[src/rtl/mips_mem_arbiter_pkg.sv]
// Shared constants and types for the two-port memory arbiter.
// Port indices double as bit positions inside the one-hot read tag.
package mips_mem_arbiter_pkg;

  localparam int ARB_PORT_CORE  = 0;
  localparam int ARB_PORT_AUX   = 1;
  localparam int STAT_W         = 32;
  localparam int RD_LATENCY_MAX = 4;

  typedef enum logic {
    PORT_CORE = 1'b0,
    PORT_AUX  = 1'b1
  } arb_port_e;

  typedef logic [1:0] rd_tag_t;

  function automatic logic [STAT_W-1:0] stat_sat_inc(input logic [STAT_W-1:0] v);
    return (&v) ? v : v + 1'b1;
  endfunction

endpackage

[src/rtl/mips_mem_arbiter_if.sv]
// Bus bundle between the arbiter, its two requesters and the memory port.
// master = arbiter side, slave = requesters plus memory.
interface mips_mem_arbiter_if
  import mips_mem_arbiter_pkg::*;
#(
  parameter int N = 32
);

  logic              req0;
  logic [N-1:0]      addr0;
  logic              wr_ena0;
  logic [N-1:0]      wr_data0;
  logic              gnt0;
  logic              rd_valid0;
  logic [N-1:0]      rd_data0;

  logic              req1;
  logic [N-1:0]      addr1;
  logic              wr_ena1;
  logic [N-1:0]      wr_data1;
  logic              gnt1;
  logic              rd_valid1;
  logic [N-1:0]      rd_data1;

  logic [N-1:0]      mem_addr;
  logic [N-1:0]      mem_wr_data;
  logic              mem_wr_ena;
  logic [N-1:0]      mem_rd_data;

  logic [STAT_W-1:0] stat_gnt0;
  logic [STAT_W-1:0] stat_gnt1;
  logic [STAT_W-1:0] stat_conflict;

  modport master (
    input  req0, addr0, wr_ena0, wr_data0,
    input  req1, addr1, wr_ena1, wr_data1,
    input  mem_rd_data,
    output gnt0, rd_valid0, rd_data0,
    output gnt1, rd_valid1, rd_data1,
    output mem_addr, mem_wr_data, mem_wr_ena,
    output stat_gnt0, stat_gnt1, stat_conflict
  );

  modport slave (
    output req0, addr0, wr_ena0, wr_data0,
    output req1, addr1, wr_ena1, wr_data1,
    output mem_rd_data,
    input  gnt0, rd_valid0, rd_data0,
    input  gnt1, rd_valid1, rd_data1,
    input  mem_addr, mem_wr_data, mem_wr_ena,
    input  stat_gnt0, stat_gnt1, stat_conflict
  );

endinterface

[src/rtl/mips_mem_rd_tag_pipe.sv]
// DEPTH-stage shift register carrying the one-hot owner tag of each read,
// aligned with the memory read latency; asynchronous clear drops in-flight reads.
module mips_mem_rd_tag_pipe
  import mips_mem_arbiter_pkg::*;
#(
  parameter int DEPTH = 1
) (
  input  logic    clk,
  input  logic    rst,
  input  rd_tag_t i_tag,
  output rd_tag_t o_tag
);

  rd_tag_t r_tag_p [DEPTH];

  always_ff @(posedge clk or posedge rst) begin
    if (rst) begin
      for (int i = 0; i < DEPTH; i++) r_tag_p[i] <= '0;
    end else begin
      r_tag_p[0] <= i_tag;
      for (int i = 1; i < DEPTH; i++) r_tag_p[i] <= r_tag_p[i-1];
    end
  end

  assign o_tag = r_tag_p[DEPTH-1];

endmodule

[src/rtl/mips_mem_arbiter.sv]
// Round-robin, burst-bounded arbiter sharing one memory port between the core (port 0)
// and an auxiliary master (port 1). Grant counters are built only with MIPS_MEM_ARB_STATS_EN.
module mips_mem_arbiter
  import mips_mem_arbiter_pkg::*;
#(
  parameter int N          = 32,
  parameter int MAX_BURST  = 4,
  parameter int RD_LATENCY = 1
) (
  input  logic               clk,
  input  logic               rst,
  mips_mem_arbiter_if.master bus
);

  localparam int CNT_W = $clog2(MAX_BURST + 1);
  localparam logic [CNT_W-1:0] BURST_LIM = CNT_W'(MAX_BURST);

  if (MAX_BURST < 1) begin : g_bad_burst
    $error("MAX_BURST must be at least 1");
  end
  if (RD_LATENCY < 1 || RD_LATENCY > RD_LATENCY_MAX) begin : g_bad_latency
    $error("RD_LATENCY out of range 1..4");
  end

  arb_port_e        r_last_owner;
  logic [CNT_W-1:0] r_run_cnt;

  logic             w_gnt0;
  logic             w_gnt1;
  logic             w_keep_owner;
  arb_port_e        w_gnt_port;
  rd_tag_t          w_tag_in;
  rd_tag_t          w_tag_out;
  logic [N-1:0]     w_mem_addr;
  logic [N-1:0]     w_mem_wr_data;
  logic             w_mem_wr_ena;

  // Grant is held off during reset so nothing reaches memory while rst is high
  always_comb begin
    w_gnt0       = 1'b0;
    w_gnt1       = 1'b0;
    w_keep_owner = (r_run_cnt < BURST_LIM);
    if (!rst) begin
      if (bus.req0 && bus.req1) begin
        if (w_keep_owner) begin
          w_gnt0 = (r_last_owner == PORT_CORE);
          w_gnt1 = (r_last_owner == PORT_AUX);
        end else begin
          w_gnt0 = (r_last_owner == PORT_AUX);
          w_gnt1 = (r_last_owner == PORT_CORE);
        end
      end else begin
        w_gnt0 = bus.req0;
        w_gnt1 = bus.req1;
      end
    end
  end

  assign w_gnt_port = w_gnt1 ? PORT_AUX : PORT_CORE;

  always_ff @(posedge clk or posedge rst) begin
    if (rst) begin
      r_last_owner <= PORT_CORE;
      r_run_cnt    <= '0;
    end else if (!(w_gnt0 || w_gnt1)) begin
      r_run_cnt    <= '0;
    end else if (w_gnt_port == r_last_owner) begin
      r_run_cnt    <= (r_run_cnt == BURST_LIM) ? r_run_cnt : r_run_cnt + 1'b1;
    end else begin
      r_last_owner <= w_gnt_port;
      r_run_cnt    <= CNT_W'(1);
    end
  end

  always_comb begin
    w_mem_addr    = '0;
    w_mem_wr_data = '0;
    w_mem_wr_ena  = 1'b0;
    if (w_gnt0) begin
      w_mem_addr    = bus.addr0;
      w_mem_wr_data = bus.wr_data0;
      w_mem_wr_ena  = bus.wr_ena0;
    end else if (w_gnt1) begin
      w_mem_addr    = bus.addr1;
      w_mem_wr_data = bus.wr_data1;
      w_mem_wr_ena  = bus.wr_ena1;
    end
  end

  assign bus.gnt0        = w_gnt0;
  assign bus.gnt1        = w_gnt1;
  assign bus.mem_addr    = w_mem_addr;
  assign bus.mem_wr_data = w_mem_wr_data;
  assign bus.mem_wr_ena  = w_mem_wr_ena;

  // Reads push their owner's one-hot tag; writes and idle cycles push zero
  assign w_tag_in[ARB_PORT_CORE] = w_gnt0 && !bus.wr_ena0;
  assign w_tag_in[ARB_PORT_AUX]  = w_gnt1 && !bus.wr_ena1;

  mips_mem_rd_tag_pipe #(
    .DEPTH (RD_LATENCY)
  ) u_rd_tag_pipe (
    .clk   (clk),
    .rst   (rst),
    .i_tag (w_tag_in),
    .o_tag (w_tag_out)
  );

  assign bus.rd_valid0 = w_tag_out[ARB_PORT_CORE];
  assign bus.rd_valid1 = w_tag_out[ARB_PORT_AUX];
  assign bus.rd_data0  = w_tag_out[ARB_PORT_CORE] ? bus.mem_rd_data : '0;
  assign bus.rd_data1  = w_tag_out[ARB_PORT_AUX]  ? bus.mem_rd_data : '0;

`ifdef MIPS_MEM_ARB_STATS_EN
  logic [STAT_W-1:0] r_stat_gnt0;
  logic [STAT_W-1:0] r_stat_gnt1;
  logic [STAT_W-1:0] r_stat_conflict;

  always_ff @(posedge clk or posedge rst) begin
    if (rst) begin
      r_stat_gnt0     <= '0;
      r_stat_gnt1     <= '0;
      r_stat_conflict <= '0;
    end else begin
      if (w_gnt0) r_stat_gnt0 <= stat_sat_inc(r_stat_gnt0);
      if (w_gnt1) r_stat_gnt1 <= stat_sat_inc(r_stat_gnt1);
      if (bus.req0 && bus.req1) r_stat_conflict <= stat_sat_inc(r_stat_conflict);
    end
  end

  assign bus.stat_gnt0     = r_stat_gnt0;
  assign bus.stat_gnt1     = r_stat_gnt1;
  assign bus.stat_conflict = r_stat_conflict;
`else
  assign bus.stat_gnt0     = '0;
  assign bus.stat_gnt1     = '0;
  assign bus.stat_conflict = '0;
`endif

endmodule

[src/flat_wrapper.sv]
// flat-port wrapper written by rule: the top's interface ports become plain ports
module mips_mem_arbiter_flat import mips_mem_arbiter_pkg::*;
#(
  parameter int N          = 32,
  parameter int MAX_BURST  = 4,
  parameter int RD_LATENCY = 1
)
  (clk, rst, bus_req0, bus_addr0, bus_wr_ena0, bus_wr_data0, bus_req1, bus_addr1, bus_wr_ena1, bus_wr_data1, bus_mem_rd_data, bus_gnt0, bus_rd_valid0, bus_rd_data0, bus_gnt1, bus_rd_valid1, bus_rd_data1, bus_mem_addr, bus_mem_wr_data, bus_mem_wr_ena, bus_stat_gnt0, bus_stat_gnt1, bus_stat_conflict);
  mips_mem_arbiter_if #(.N(N)) bus_i ();
  input  logic clk;
  input  logic rst;
  input wire logic [$bits(bus_i.req0)-1:0] bus_req0;
  input wire logic [$bits(bus_i.addr0)-1:0] bus_addr0;
  input wire logic [$bits(bus_i.wr_ena0)-1:0] bus_wr_ena0;
  input wire logic [$bits(bus_i.wr_data0)-1:0] bus_wr_data0;
  input wire logic [$bits(bus_i.req1)-1:0] bus_req1;
  input wire logic [$bits(bus_i.addr1)-1:0] bus_addr1;
  input wire logic [$bits(bus_i.wr_ena1)-1:0] bus_wr_ena1;
  input wire logic [$bits(bus_i.wr_data1)-1:0] bus_wr_data1;
  input wire logic [$bits(bus_i.mem_rd_data)-1:0] bus_mem_rd_data;
  output wire logic [$bits(bus_i.gnt0)-1:0] bus_gnt0;
  output wire logic [$bits(bus_i.rd_valid0)-1:0] bus_rd_valid0;
  output wire logic [$bits(bus_i.rd_data0)-1:0] bus_rd_data0;
  output wire logic [$bits(bus_i.gnt1)-1:0] bus_gnt1;
  output wire logic [$bits(bus_i.rd_valid1)-1:0] bus_rd_valid1;
  output wire logic [$bits(bus_i.rd_data1)-1:0] bus_rd_data1;
  output wire logic [$bits(bus_i.mem_addr)-1:0] bus_mem_addr;
  output wire logic [$bits(bus_i.mem_wr_data)-1:0] bus_mem_wr_data;
  output wire logic [$bits(bus_i.mem_wr_ena)-1:0] bus_mem_wr_ena;
  output wire logic [$bits(bus_i.stat_gnt0)-1:0] bus_stat_gnt0;
  output wire logic [$bits(bus_i.stat_gnt1)-1:0] bus_stat_gnt1;
  output wire logic [$bits(bus_i.stat_conflict)-1:0] bus_stat_conflict;
  assign bus_i.req0 = bus_req0;
  assign bus_i.addr0 = bus_addr0;
  assign bus_i.wr_ena0 = bus_wr_ena0;
  assign bus_i.wr_data0 = bus_wr_data0;
  assign bus_i.req1 = bus_req1;
  assign bus_i.addr1 = bus_addr1;
  assign bus_i.wr_ena1 = bus_wr_ena1;
  assign bus_i.wr_data1 = bus_wr_data1;
  assign bus_i.mem_rd_data = bus_mem_rd_data;
  assign bus_gnt0 = bus_i.gnt0;
  assign bus_rd_valid0 = bus_i.rd_valid0;
  assign bus_rd_data0 = bus_i.rd_data0;
  assign bus_gnt1 = bus_i.gnt1;
  assign bus_rd_valid1 = bus_i.rd_valid1;
  assign bus_rd_data1 = bus_i.rd_data1;
  assign bus_mem_addr = bus_i.mem_addr;
  assign bus_mem_wr_data = bus_i.mem_wr_data;
  assign bus_mem_wr_ena = bus_i.mem_wr_ena;
  assign bus_stat_gnt0 = bus_i.stat_gnt0;
  assign bus_stat_gnt1 = bus_i.stat_gnt1;
  assign bus_stat_conflict = bus_i.stat_conflict;
  mips_mem_arbiter #(.N(N), .MAX_BURST(MAX_BURST), .RD_LATENCY(RD_LATENCY)) u_core (.clk(clk), .rst(rst), .bus(bus_i));
endmodule
[config.mk]
export PLATFORM = sky130hd
export DESIGN_NAME = mips_mem_arbiter_flat
export DESIGN_NICKNAME = d
export VERILOG_FILES = /design/src/rtl/mips_mem_arbiter_pkg.sv /design/src/rtl/mips_mem_arbiter_if.sv /design/src/rtl/mips_mem_rd_tag_pipe.sv /design/src/rtl/mips_mem_arbiter.sv /design/src/flat_wrapper.sv
export SDC_FILE = /design/constraint.sdc
export NUM_CORES = 1
export LEC_CHECK = 0
export BUFFER_PORTS_ARGS = -buffer_cell sky130_fd_sc_hd__buf_2
export CORE_AREA = 2 2 153 155
export CTS_BUF_LIST = sky130_fd_sc_hd__clkbuf_8
export DETAILED_ROUTE_END_ITERATION = 10
export DIE_AREA = 0 0 155 157
export PLACE_DENSITY = 0.43
export SLEW_MARGIN = 20
export SYNTH_ARGS = -nofsm -noshare
export SYNTH_HDL_FRONTEND = slang
export SYNTH_SLANG_ARGS = --single-unit
[constraint.sdc]
create_clock -name clk -period 2.5 [get_ports clk]
set_input_delay 0.25 -clock clk [delete_from_list [all_inputs] [get_ports clk]]
set_output_delay 0.25 -clock clk [all_outputs]
set_load 0.05 [all_outputs]
==> results_tabular.tex, run 1 <==
\begin{tabular}{lr}
\hline
Metric & Value \\
\hline
\multicolumn{2}{l}{\textbf{Yosys}} \\
\quad Post-synthesis share of cell area spent on and, or, nand and nor gates & 0.209 \\
\quad Share of Yosys cell area claimed by the top area cell type & 0.329 \\
\quad Number of register bits inferred by synthesis & 6 \\
\quad Number of distinct library cells after synthesis & 30 \\
\quad Synth Area in Compound Gates & 0.293 \\
\quad Adder-cell share of the synthesized area & 0.0114 \\
\quad Xor/xnor cell area share of the yosys netlist & 0.00400 \\
\quad Synth Warn \# & 0 \\
\quad Sequential cell area fraction in the yosys report & 0.0686 \\
\quad Syn avg cell area & 7.74 um\^{}2 \\
\quad Main combinational cell family by area after synthesis & buffers and inverters \\
\quad Synthesized instance count & between 200 and 300 \\
\quad Mux share of post-synthesis cell area & 0.00914 \\
\quad Main area contributors after synthesis & buf\_4 (33\%), a22o\_1 (26\%), and2\_1 (18\%), dfrtp\_1 (6.9\%), buf\_6 (4.1\%) \\
\quad Synth area leader & buf\_4 \\
\quad Post-Synthesis Cell Area & between 0.002 and 0.0025 mm\^{}2 \\
\multicolumn{2}{l}{\textbf{Global routing}} \\
\quad Number of global-route vias before repair & 2540 \\
\quad Global router's overall resource usage & 0.0726 \\
\quad Grt ovf & 0 \\
\quad Pin count of the biggest net entering global routing & 69 \\
\quad Initial antenna violation count & 0 \\
\quad First-pass GRT wire length & roughly 14000 um \\
\multicolumn{2}{l}{\textbf{Clocking}} \\
\quad Clock slew at reported path FFs & 0.03 ns \\
\quad Inserted Clock Buffers & 3 \\
\quad Largest buffer count on any clock path & 2 \\
\quad Post-cts sizing count & 0 \\
\quad \# hold bufs at CTS & 0 \\
\quad Number of post-CTS setup repair buffers & 0 \\
\quad Clock network latency to the later pin of the worst-skew pair & $\sim$0.22 ns \\
\quad TritonCTS clock tree & done \\
\quad Count of H-tree levels built during CTS & 1 \\
\quad Clk Tree Root Cell & clkbuf\_8 \\
\quad Count of clock tree sinks & 6 \\
\multicolumn{2}{l}{\textbf{Placement}} \\
\quad Final estimated routing congestion in global placement & just under 0.8 \\
\quad Dpl ws & 0.403 ns \\
\quad Number of buffers added on ports & approximately 300 \\
\quad Cell area reported after detailed placement & between 0.003 and 0.004 mm\^{}2 \\
\quad Number of instances in the placed design & roughly 850 \\
\quad HPWL reported at the end of detailed placement & slightly above 9000 um \\
\multicolumn{2}{l}{\textbf{STA}} \\
\quad Final setup TNS & 0 ns \\
\quad Unrepaired setup endpoints after global routing & no \\
\quad Final setup violation count & 0 \\
\quad Hold Violations, Final & 0 \\
\quad Share of the clock period used by the worst path & 0.892 \\
\quad Count of pins over their slew limit & 0 \\
\quad Worst Clk Skew & about 0.00094 ns \\
\quad Tmin final & around 2.2 ns \\
\quad Maximum achievable frequency & 449 MHz \\
\quad Final worst slack & between 0.2 and 0.3 ns \\
\multicolumn{2}{l}{\textbf{Floorplan}} \\
\quad Number of placed I/O pins & about 400 \\
\quad Die area & about 0.024 mm\^{}2 \\
\quad Starting Density & 0.0973 \\
\quad Overall die width & 155 um \\
\quad Core region area & between 0.02 and 0.025 mm\^{}2 \\
\quad Die Height & 157 um \\
\quad Number of standard-cell rows in the floorplan & 55 \\
\multicolumn{2}{l}{\textbf{Cells and area}} \\
\quad Final layout net count & between 700 and 800 \\
\quad Non-Filler Instances & approximately 850 \\
\quad Post-route cell area & between 0.003 and 0.004 mm\^{}2 \\
\quad Fraction of final layout cells sized beyond drive strength 1 & 0.541 \\
\quad Area used by multi-input combinational logic & roughly 0.0015 mm\^{}2 \\
\quad FF/Latch Area & between 150 and 200 um\^{}2 \\
\quad Area overhead of the layout relative to synthesis & 65.9\% \\
\quad Fill count & around 2.6k \\
\multicolumn{2}{l}{\textbf{Route}} \\
\quad Residual DRC & 0 \\
\quad Number of vias after detailed routing & approximately 2.9k \\
\quad First-pass DRT Iterations & 4 \\
\quad Final antenna-violating net count & 0 \\
\quad Routed WL per cell & approximately 12 um \\
\quad Via density & roughly 3.4 \\
\quad Starting DRT DRC Count & 63 \\
\quad Sum of routed wire length over all layers & about 11000 um \\
\multicolumn{2}{l}{\textbf{Power and ir drop}} \\
\quad Pwr dens & a little over 400 mW/mm\^{}2 \\
\quad Standby leakage power & between 2 and 2.5 nW \\
\quad Worst vdd rail ir drop & $\sim$0.00015 V \\
\multicolumn{2}{l}{\textbf{Setup path}} \\
\quad Crit path launch type & flip-flop \\
\quad Number of buffers and inverters on the critical path & 3 \\
\quad Arrival time reported for the critical path endpoint & 1.98 ns \\
\quad Critical Path Max Stage Delay & approximately 0.45 ns \\
\quad Cell-by-cell trace of the critical path & xnor2\_1 > a21o\_1 > inv\_2 > buf\_12 > a22o\_1 > buf\_2 \\
\quad Crit end category & output port \\
\quad Worst path top cell family by delay & buffers and inverters \\
\quad Register-to-register setup slack & about 1.0 ns \\
\quad Required arrival time at the worst endpoint & around 2.3 ns \\
\quad Crit-path max FO & 66 \\
\quad Setup CP Type & flip-flop to output port \\
\quad Max stage delay cell, worst path & dfrtp\_1 \\
\multicolumn{2}{l}{\textbf{Flow run}} \\
\quad Max-capacitance violation count & 0 \\
\multicolumn{2}{l}{\textbf{Min path}} \\
\quad Hold/Removal Path Class & primary input to asynchronous set/reset pin \\
\multicolumn{2}{l}{\textbf{Status}} \\
\quad Outcome & finished clean \\
\hline
\end{tabular}
-- final cells by class --
class                   count  area share
clock buffers               3      0.0114
repair buffers            302       0.426
inverters                   6     0.00620
multi-input cells         250       0.417
flip-flops and latches      6      0.0413
well taps                 285      0.0981
diodes                      1    0.000689
-- layout by cell type, fill, tap and decap left out, types with 2 or more instances in the layout --
cell type	synthesis	layout
ha_1	2	2
buf_4	96	2
conb_1	1	96
mux2i_1	2	2
buf_2	3	298
clkbuf_8	0	3
a22o_1	66	66
inv_1	5	5
nor3_1	2	2
buf_12	0	2
a21boi_0	2	2
nor2_1	2	2
dfrtp_1	6	6
and2_1	64	64
-- registers in the layout, summed over array words and instances, names as in the netlist --
name	flops
u_core.r_run_cnt	3
u_core.u_rd_tag_pipe.o_tag	2
u_core.r_last_owner	1
-- layer usage --
| layer | vias up | wire [um] | track usage |
|---|---|---|---|
| met3 | 2 | 1080 | 0.0154 |
| met5 | - | 0 | 0 |
| met4 | 0 | 27 | 0.0106 |
| met1 | 1266 | 3730 | 0.0794 |
| met2 | 237 | 5710 | 0.145 |
| li1 | 1357 | - | - |
-- path summary, 6_finish.rpt --
kind                                      from                            end  depth (start not counted)
setup / recovery           u_core.r_run_cnt[2]            bus_mem_wr_data[26]                          6
hold / removal                             rst            u_core.r_run_cnt[2]                          2
setup reg to reg           u_core.r_last_owner  u_core.u_rd_tag_pipe.o_tag[0]                          4
hold reg to reg            u_core.r_run_cnt[1]            u_core.r_run_cnt[1]                          2
max in group asynchronous                  rst  u_core.u_rd_tag_pipe.o_tag[0]                          2
min in group clk                   bus_wr_ena1  u_core.u_rd_tag_pipe.o_tag[1]                          2
-- power by group --
group / internal, W / switching, W
registers: 0.000106 / 0.00000937
clock network: 0.000103 / 0.0000363
logic: 0.000276 / 0.000955
-- Yosys cell counts --
cell type	n
buf_1	1
dfrtp_1	6
and2_1	64
inv_1	5
buf_4	96
nor2_1	2
nor2b_1	1
o22ai_1	1
inv_2	1
nand3b_1	1
nor3_1	2
xnor2_1	1
a22oi_1	1
clkbuf_1	8
conb_1	1
nand2b_1	1
ha_1	2
a21boi_0	2
a211oi_1	1
nor4b_1	1
nand2_1	1
mux2i_1	2
a22o_1	66
nor3b_1	1
buf_6	8
o21ai_0	1
o211a_1	1
a21o_1	1
a21oi_1	1
buf_2	3
-- cells by family (layout without fill, tap and decap cells) --
group                      Yosys count  after routing
buffers and inverters              122            311
xor gates and xnor gates             1              1
AOI/OAI and AO/OA                   75             75
adders and majority gates            2              2
muxes                                2              2
and+or+nand+nor                     74             74
other                                1             97
DFF                                  6              6
-- worst register-to-register path: cells and delay by family (launching register included) --
family / cells / cell delay, ns
AO/OA/AOI/OAI: 1 / 0.23
XOR/XNOR: 1 / 0.23
buffers and inverters: 1 / 0.25
flip-flops: 1 / 0.44
AND/OR/NAND/NOR: 1 / 0.22
-- metrics by stage --
stage               power, W   util  hold WS (ns)
global placement     0.00135  0.160         0.234
CTS                  0.00150  0.161        0.0132
global route         0.00156  0.161        0.0377
finish               0.00148  0.161       0.00817
floorplan            0.00118      -        0.0492
detailed placement   0.00135  0.160         0.242
(Power assumes the default switching activity.)
==> run 2: changes to the inputs <==
--- a/config.mk
+++ b/config.mk
@@ -10,6 +10,7 @@
 export CTS_BUF_LIST = sky130_fd_sc_hd__clkbuf_8
 export DETAILED_ROUTE_END_ITERATION = 10
 export DIE_AREA = 0 0 155 157
+export GPL_TIMING_DRIVEN = 0
 export PLACE_DENSITY = 0.43
 export SLEW_MARGIN = 20
 export SYNTH_ARGS = -nofsm -noshare
==> results_tabular.tex, run 2 (synthesis gave the netlist of run 1 again) <==
\begin{tabular}{lr}
\hline
Metric & Value \\
\hline
\multicolumn{2}{l}{\textbf{Status}} \\
\quad Outcome & finished clean \\
\multicolumn{2}{l}{\textbf{Clocking}} \\
\quad Number of post-CTS setup repair buffers & 0 \\
\quad Count of clock tree sinks & 6 \\
\quad TritonCTS clock tree & done \\
\quad Count of H-tree levels built during CTS & 1 \\
\quad Clk Tree Root Cell & clkbuf\_8 \\
\quad Largest buffer count on any clock path & 2 \\
\quad Clock network latency to the later pin of the worst-skew pair & 0.23 ns \\
\quad Inserted Clock Buffers & 3 \\
\quad Clock slew at reported path FFs & around 0.040 ns \\
\multicolumn{2}{l}{\textbf{Cells and area}} \\
\quad Fraction of final layout cells sized beyond drive strength 1 & 0.607 \\
\quad Area overhead of the layout relative to synthesis & 103\% \\
\quad Number of antenna diodes & 0 \\
\quad Final layout net count & roughly 850 \\
\quad Register ranked first by flip-flop count & u\_core.r\_run\_cnt \\
\quad Highest-count cells in the layout ignoring fill and taps & buf\_2 (301), buf\_4 (96), conb\_1 (96) \\
\quad Number of flip-flops under the largest register name & 3 \\
\quad Fill count & $\sim$2.6k \\
\quad Utilization after layout & 0.197 \\
\quad Commonest non-fill, non-tap cell in the layout & buf\_2 \\
\quad Non-Filler Instances & 964 \\
\multicolumn{2}{l}{\textbf{Placement}} \\
\quad HPWL reported at the end of detailed placement & 11500 um \\
\quad Final estimated routing congestion in global placement & 0.770 \\
\quad Number of instances in the placed design & 961 \\
\quad Number of buffers added on ports & between 200 and 300 \\
\multicolumn{2}{l}{\textbf{STA}} \\
\quad Hold Violations, Final & 0 \\
\quad Tmin final & between 2 and 2.5 ns \\
\quad Final setup violation count & 0 \\
\quad Share of the clock period used by the worst path & 0.908 \\
\quad Unrepaired setup endpoints after global routing & no \\
\quad Maximum achievable frequency & $\sim$440 MHz \\
\quad Count of pins over their slew limit & 0 \\
\quad Final setup TNS & 0 ns \\
\quad Worst Clk Skew & 0.00488 ns \\
\multicolumn{2}{l}{\textbf{Setup path}} \\
\quad Register-to-register setup slack & just under 1 ns \\
\quad Worst path top cell family by delay & buffers and inverters \\
\quad Cell with the most instances on the worst path & buf\_2 \\
\quad Required arrival time at the worst endpoint & 2.25 ns \\
\quad R2R depth & 4 \\
\quad Critical Path Max Stage Delay & approximately 0.45 ns \\
\quad Endpoint of the lowest-slack register-to-register path & u\_core.u\_rd\_tag\_pipe.o\_tag[0] \\
\quad Setup CP Type & flip-flop to output port \\
\quad Number of buffers and inverters on the critical path & 2 \\
\quad Crit-path max FO & 10 \\
\quad Arrival time reported for the critical path endpoint & 2.02 ns \\
\quad Cell-by-cell trace of the critical path & xnor2\_1 > o211a\_1 > buf\_2 > a22o\_1 > buf\_2 \\
\quad Crit end category & output port \\
\quad Crit Reg-Reg Startpoint & u\_core.r\_last\_owner \\
\quad Max stage delay cell, worst path & dfrtp\_1 \\
\quad Crit path launch type & flip-flop \\
\multicolumn{2}{l}{\textbf{Floorplan}} \\
\quad Number of standard-cell rows in the floorplan & 55 \\
\quad Die area & 0.0243 mm\^{}2 \\
\quad Core region area & between 0.02 and 0.025 mm\^{}2 \\
\quad Die Height & about 160 um \\
\quad Starting Density & 0.0973 \\
\quad Number of placed I/O pins & slightly below 400 \\
\quad Overall die width & between 150 and 200 um \\
\multicolumn{2}{l}{\textbf{Flow run}} \\
\quad Max-capacitance violation count & 0 \\
\multicolumn{2}{l}{\textbf{Power and ir drop}} \\
\quad Final Total Pwr & approximately 0.0016 W \\
\quad Worst vdd rail ir drop & roughly 0.00017 V \\
\quad Pwr dens & approximately 370 mW/mm\^{}2 \\
\quad Standby leakage power & slightly below 3 nW \\
\multicolumn{2}{l}{\textbf{Global routing}} \\
\quad Global router's overall resource usage & 0.0908 \\
\quad Grt ovf & 0 \\
\quad First-pass GRT wire length & between 15000 and 20000 um \\
\quad Number of global-route vias before repair & 2806 \\
\quad Initial antenna violation count & 0 \\
\quad Pin count of the biggest net entering global routing & 11 \\
\multicolumn{2}{l}{\textbf{Route}} \\
\quad Sum of routed wire length over all layers & about 13000 um \\
\quad Routed WL per cell & around 13 um \\
\quad Final antenna-violating net count & 0 \\
\quad Via density & $\sim$3.3 \\
\quad First-pass DRT Iterations & 4 \\
\quad Number of vias after detailed routing & between 3k and 4k \\
\quad Residual DRC & 0 \\
\quad Starting DRT DRC Count & 82 \\
\multicolumn{2}{l}{\textbf{Min path}} \\
\quad Hold/Removal Path Class & primary input to asynchronous set/reset pin \\
\hline
\end{tabular}
[run 2: timing repair]
item / CTS / global route
hold buffers: 0 / 0
resized for setup: 0 / 5
endpoints found under the setup margin: 0 / 16
[run 2: routing by layer]
metal	part of all wire	global-route usage	wire length [um]	vias to the layer above
li1	-	-	-	1581
met1	0.34	0.0954	4350	1338
met2	0.55	0.187	7050	237
met3	0.092	0.0157	1170	9
met4	0.010	0.0172	132	0
met5	0	0	0	-
[run 2: report_power, final]
group          leakage [nW]  internal, W  switching, W  total [W]
registers            0.0793     0.000105     0.0000136   0.000119
clock network        0.0216     0.000104     0.0000438   0.000147
logic                  2.79     0.000392      0.000992    0.00138
[run 2: worst max path at each step]
stage                                   start                  end  slack, ns  cells after the start
final                     u_core.r_last_owner  bus_mem_wr_data[28]       0.23                      5
after global routing      u_core.r_last_owner  bus_mem_wr_data[28]       0.03                      5
after CTS                 u_core.r_last_owner     bus_mem_addr[12]       0.10                      5
after detailed placement  u_core.r_last_owner     bus_mem_addr[12]       0.35                      5
after global placement                    rst     bus_mem_addr[12]       0.33                      6
after floorplan           u_core.r_last_owner  bus_mem_wr_data[24]       0.59                      4
[run 2: stage by stage]
step	hold WS [ns]	worst slack [ns]	cell area [um^2]
final	0.00721	0.230	4440
after CTS	0.00516	0.103	4440
after floorplan	0.0492	0.591	2550
after global routing	0.0311	0.0346	4440
after global placement	0.267	0.328	4390
after detailed placement	0.248	0.350	4390
[run 2: area by class of cell]
cell class                      instances  area (um^2)  area share
Multi-Input combinational cell        250         1510       0.341
Timing Repair Buffer                  298         1490       0.336
Buffer                                116          863       0.194
Tap cell                              285          357      0.0803
Sequential cell                         6          150      0.0338
Clock buffer                            3         41.3     0.00930
Inverter                                6         22.5     0.00507
==> run 3: changes to the inputs <==
--- a/config.mk
+++ b/config.mk
@@ -6,12 +6,14 @@
 export NUM_CORES = 1
 export LEC_CHECK = 0
 export BUFFER_PORTS_ARGS = -buffer_cell sky130_fd_sc_hd__buf_2
-export CORE_AREA = 2 2 153 155
+export CELL_PAD_IN_SITES_DETAIL_PLACEMENT = 1
+export CELL_PAD_IN_SITES_GLOBAL_PLACEMENT = 1
+export CORE_AREA = 2 2 152 154
 export CTS_BUF_LIST = sky130_fd_sc_hd__clkbuf_8
 export DETAILED_ROUTE_END_ITERATION = 10
-export DIE_AREA = 0 0 155 157
+export DIE_AREA = 0 0 154 156
 export GPL_TIMING_DRIVEN = 0
-export PLACE_DENSITY = 0.43
+export PLACE_DENSITY = 0.63
 export SLEW_MARGIN = 20
 export SYNTH_ARGS = -nofsm -noshare
 export SYNTH_HDL_FRONTEND = slang
==> results_tabular.tex, run 3 (synthesis gave the netlist of run 1 again) <==
\begin{tabular}{lr}
\hline
Metric & Value \\
\hline
\multicolumn{2}{l}{\textbf{STA}} \\
\quad Unrepaired setup endpoints after global routing & no \\
\quad Final setup violation count & 0 \\
\quad Maximum achievable frequency & 433 MHz \\
\quad Count of pins over their slew limit & 0 \\
\quad Share of the clock period used by the worst path & 0.925 \\
\quad Hold Violations, Final & 0 \\
\quad Worst-case hold slack & $\sim$0.02 ns \\
\quad Worst Clk Skew & approximately 0.004 ns \\
\quad Tmin final & $\sim$2.3 ns \\
\quad Final setup TNS & 0 ns \\
\multicolumn{2}{l}{\textbf{Cells and area}} \\
\quad Register ranked first by flip-flop count & u\_core.r\_run\_cnt \\
\quad Area overhead of the layout relative to synthesis & 103\% \\
\quad Non-Filler Instances & around 960 \\
\quad Number of antenna diodes & 0 \\
\quad Commonest non-fill, non-tap cell in the layout & buf\_2 \\
\quad Utilization after layout & 0.198 \\
\quad Fraction of final layout cells sized beyond drive strength 1 & 0.605 \\
\quad Final layout net count & roughly 850 \\
\quad Highest-count cells in the layout ignoring fill and taps & buf\_2 (301), buf\_4 (96), conb\_1 (96) \\
\quad Fill count & 2879 \\
\quad Number of flip-flops under the largest register name & 3 \\
\multicolumn{2}{l}{\textbf{Placement}} \\
\quad HPWL reported at the end of detailed placement & 12100 um \\
\quad Number of instances in the placed design & roughly 960 \\
\quad Number of buffers added on ports & slightly below 300 \\
\quad Final estimated routing congestion in global placement & $\sim$0.78 \\
\multicolumn{2}{l}{\textbf{Flow run}} \\
\quad Max-capacitance violation count & 0 \\
\multicolumn{2}{l}{\textbf{Route}} \\
\quad Number of vias after detailed routing & approximately 3.2k \\
\quad First-pass DRT Iterations & 4 \\
\quad Residual DRC & 0 \\
\quad Final antenna-violating net count & 0 \\
\quad Routed WL per cell & 13.9 um \\
\quad Via density & roughly 3.4 \\
\quad Starting DRT DRC Count & 82 \\
\quad Sum of routed wire length over all layers & between 10000 and 15000 um \\
\multicolumn{2}{l}{\textbf{Global routing}} \\
\quad First-pass GRT wire length & 18100 um \\
\quad Grt ovf & 0 \\
\quad Global router's overall resource usage & 0.0970 \\
\quad Number of global-route vias before repair & 3235 \\
\quad Pin count of the biggest net entering global routing & 11 \\
\quad Initial antenna violation count & 2 \\
\multicolumn{2}{l}{\textbf{Power and ir drop}} \\
\quad Worst vdd rail ir drop & about 0.00014 V \\
\quad Relative contribution of combinational cells to total power & 0.842 \\
\quad Clock network fraction of design power & 0.086 \\
\quad Switching Share & 0.635 \\
\quad Pwr dens & approximately 370 mW/mm\^{}2 \\
\quad Final Total Pwr & between 0.0015 and 0.002 W \\
\quad Internal portion of total power & around 0.00060 W \\
\quad Sequential fraction of design power & 0.072 \\
\quad Switching pwr & roughly 0.0010 W \\
\quad Standby leakage power & around 2.9 nW \\
\multicolumn{2}{l}{\textbf{Floorplan}} \\
\quad Number of standard-cell rows in the floorplan & 55 \\
\quad Die Height & roughly 160 um \\
\quad Number of placed I/O pins & just under 400 \\
\quad Core region area & around 0.022 mm\^{}2 \\
\quad Starting Density & 0.0979 \\
\quad Overall die width & 154 um \\
\quad Die area & between 0.02 and 0.025 mm\^{}2 \\
\multicolumn{2}{l}{\textbf{Clocking}} \\
\quad Clk Tree Root Cell & clkbuf\_8 \\
\quad Count of clock tree sinks & 6 \\
\quad Post-cts sizing count & 0 \\
\quad TritonCTS clock tree & done \\
\quad Count of H-tree levels built during CTS & 1 \\
\quad Clock network latency to the later pin of the worst-skew pair & between 0.2 and 0.25 ns \\
\quad Inserted Clock Buffers & 3 \\
\quad Largest buffer count on any clock path & 2 \\
\quad Clock slew at reported path FFs & 0.04 ns \\
\quad \# hold bufs at CTS & 0 \\
\quad Number of post-CTS setup repair buffers & 0 \\
\multicolumn{2}{l}{\textbf{Setup path}} \\
\quad Endpoint of the lowest-slack register-to-register path & u\_core.u\_rd\_tag\_pipe.o\_tag[0] \\
\quad Arrival time reported for the critical path endpoint & slightly above 2 ns \\
\quad Required arrival time at the worst endpoint & 2.25 ns \\
\quad Register-to-register setup slack & between 1 and 1.5 ns \\
\quad Crit path launch type & flip-flop \\
\quad R2R depth & 4 \\
\quad Crit-path max FO & 10 \\
\quad Crit end category & output port \\
\quad Startpoint of the worst setup timing path & u\_core.r\_last\_owner \\
\quad Setup CP Type & flip-flop to output port \\
\quad Crit Reg-Reg Startpoint & u\_core.r\_last\_owner \\
\multicolumn{2}{l}{\textbf{Status}} \\
\quad Outcome & finished clean \\
\multicolumn{2}{l}{\textbf{Min path}} \\
\quad Hold/Removal Path Class & primary input to asynchronous set/reset pin \\
\hline
\end{tabular}
run 3: cell count changes in the layout (fill, tap and decap cells not counted), sizes merged:
cell    previous run  this run
clkbuf            12        11
buf              405       406
run 3: worst max path at each step:
stage                     endpoint  slack [ns]
2_1_floorplan  bus_mem_wr_data[24]        0.59
3_5_place_dp    bus_mem_wr_data[0]        0.25
5_1_grt           bus_mem_addr[13]        0.03
6_report          bus_mem_addr[13]        0.19
4_1_cts         bus_mem_wr_data[0]        0.04
3_3_place_gp    bus_mem_wr_data[0]        0.28
run 3: final cells by class:
| cell class | instances | area, um^2 | share of cell area |
|---|---|---|---|
| multi-input combinational | 250 | 1510 | 0.341 |
| clock buffer | 3 | 41.3 | 0.00930 |
| sequential | 6 | 150 | 0.0338 |
| inverter | 6 | 22.5 | 0.00507 |
| timing repair buffer | 298 | 1490 | 0.336 |
| tap | 285 | 357 | 0.0803 |
| buffer | 116 | 862 | 0.194 |
run 3: layer usage:
| metal | vias to the layer above | global-route usage | wire length, um |
|---|---|---|---|
| li1 | 1580 | - | - |
| met1 | 1407 | 0.101 | 4630 |
| met2 | 241 | 0.192 | 7130 |
| met3 | 10 | 0.0297 | 1520 |
| met4 | 2 | 0.0165 | 118 |
| met5 | - | 0 | 13 |
run 3: stage by stage:
step	setup WS, ns	area, um^2
CTS	0.0354	4440
global placement	0.278	4390
floorplan	0.591	2550
global route	0.0272	4440
finish	0.189	4440
detailed placement	0.255	4390
run 3: critical path, cell delays in order, from the launching register on:
cell and delay [ns]:
dfrtp_1 0.44, xnor2_1 0.23, o211a_1 0.26, buf_1 0.40
a22o_1 0.24, buf_2 0.27
run 3: power by group through the flow:
stage | clock [W] | combinational (W) | sequential (W)
floorplan | 0 | 0.00106 | 0.000120
global placement | 0 | 0.00138 | 0.000121
detailed placement | 0 | 0.00138 | 0.000122
CTS | 0.000144 | 0.00138 | 0.000120
global route | 0.000152 | 0.00145 | 0.000122
finish | 0.000141 | 0.00138 | 0.000119
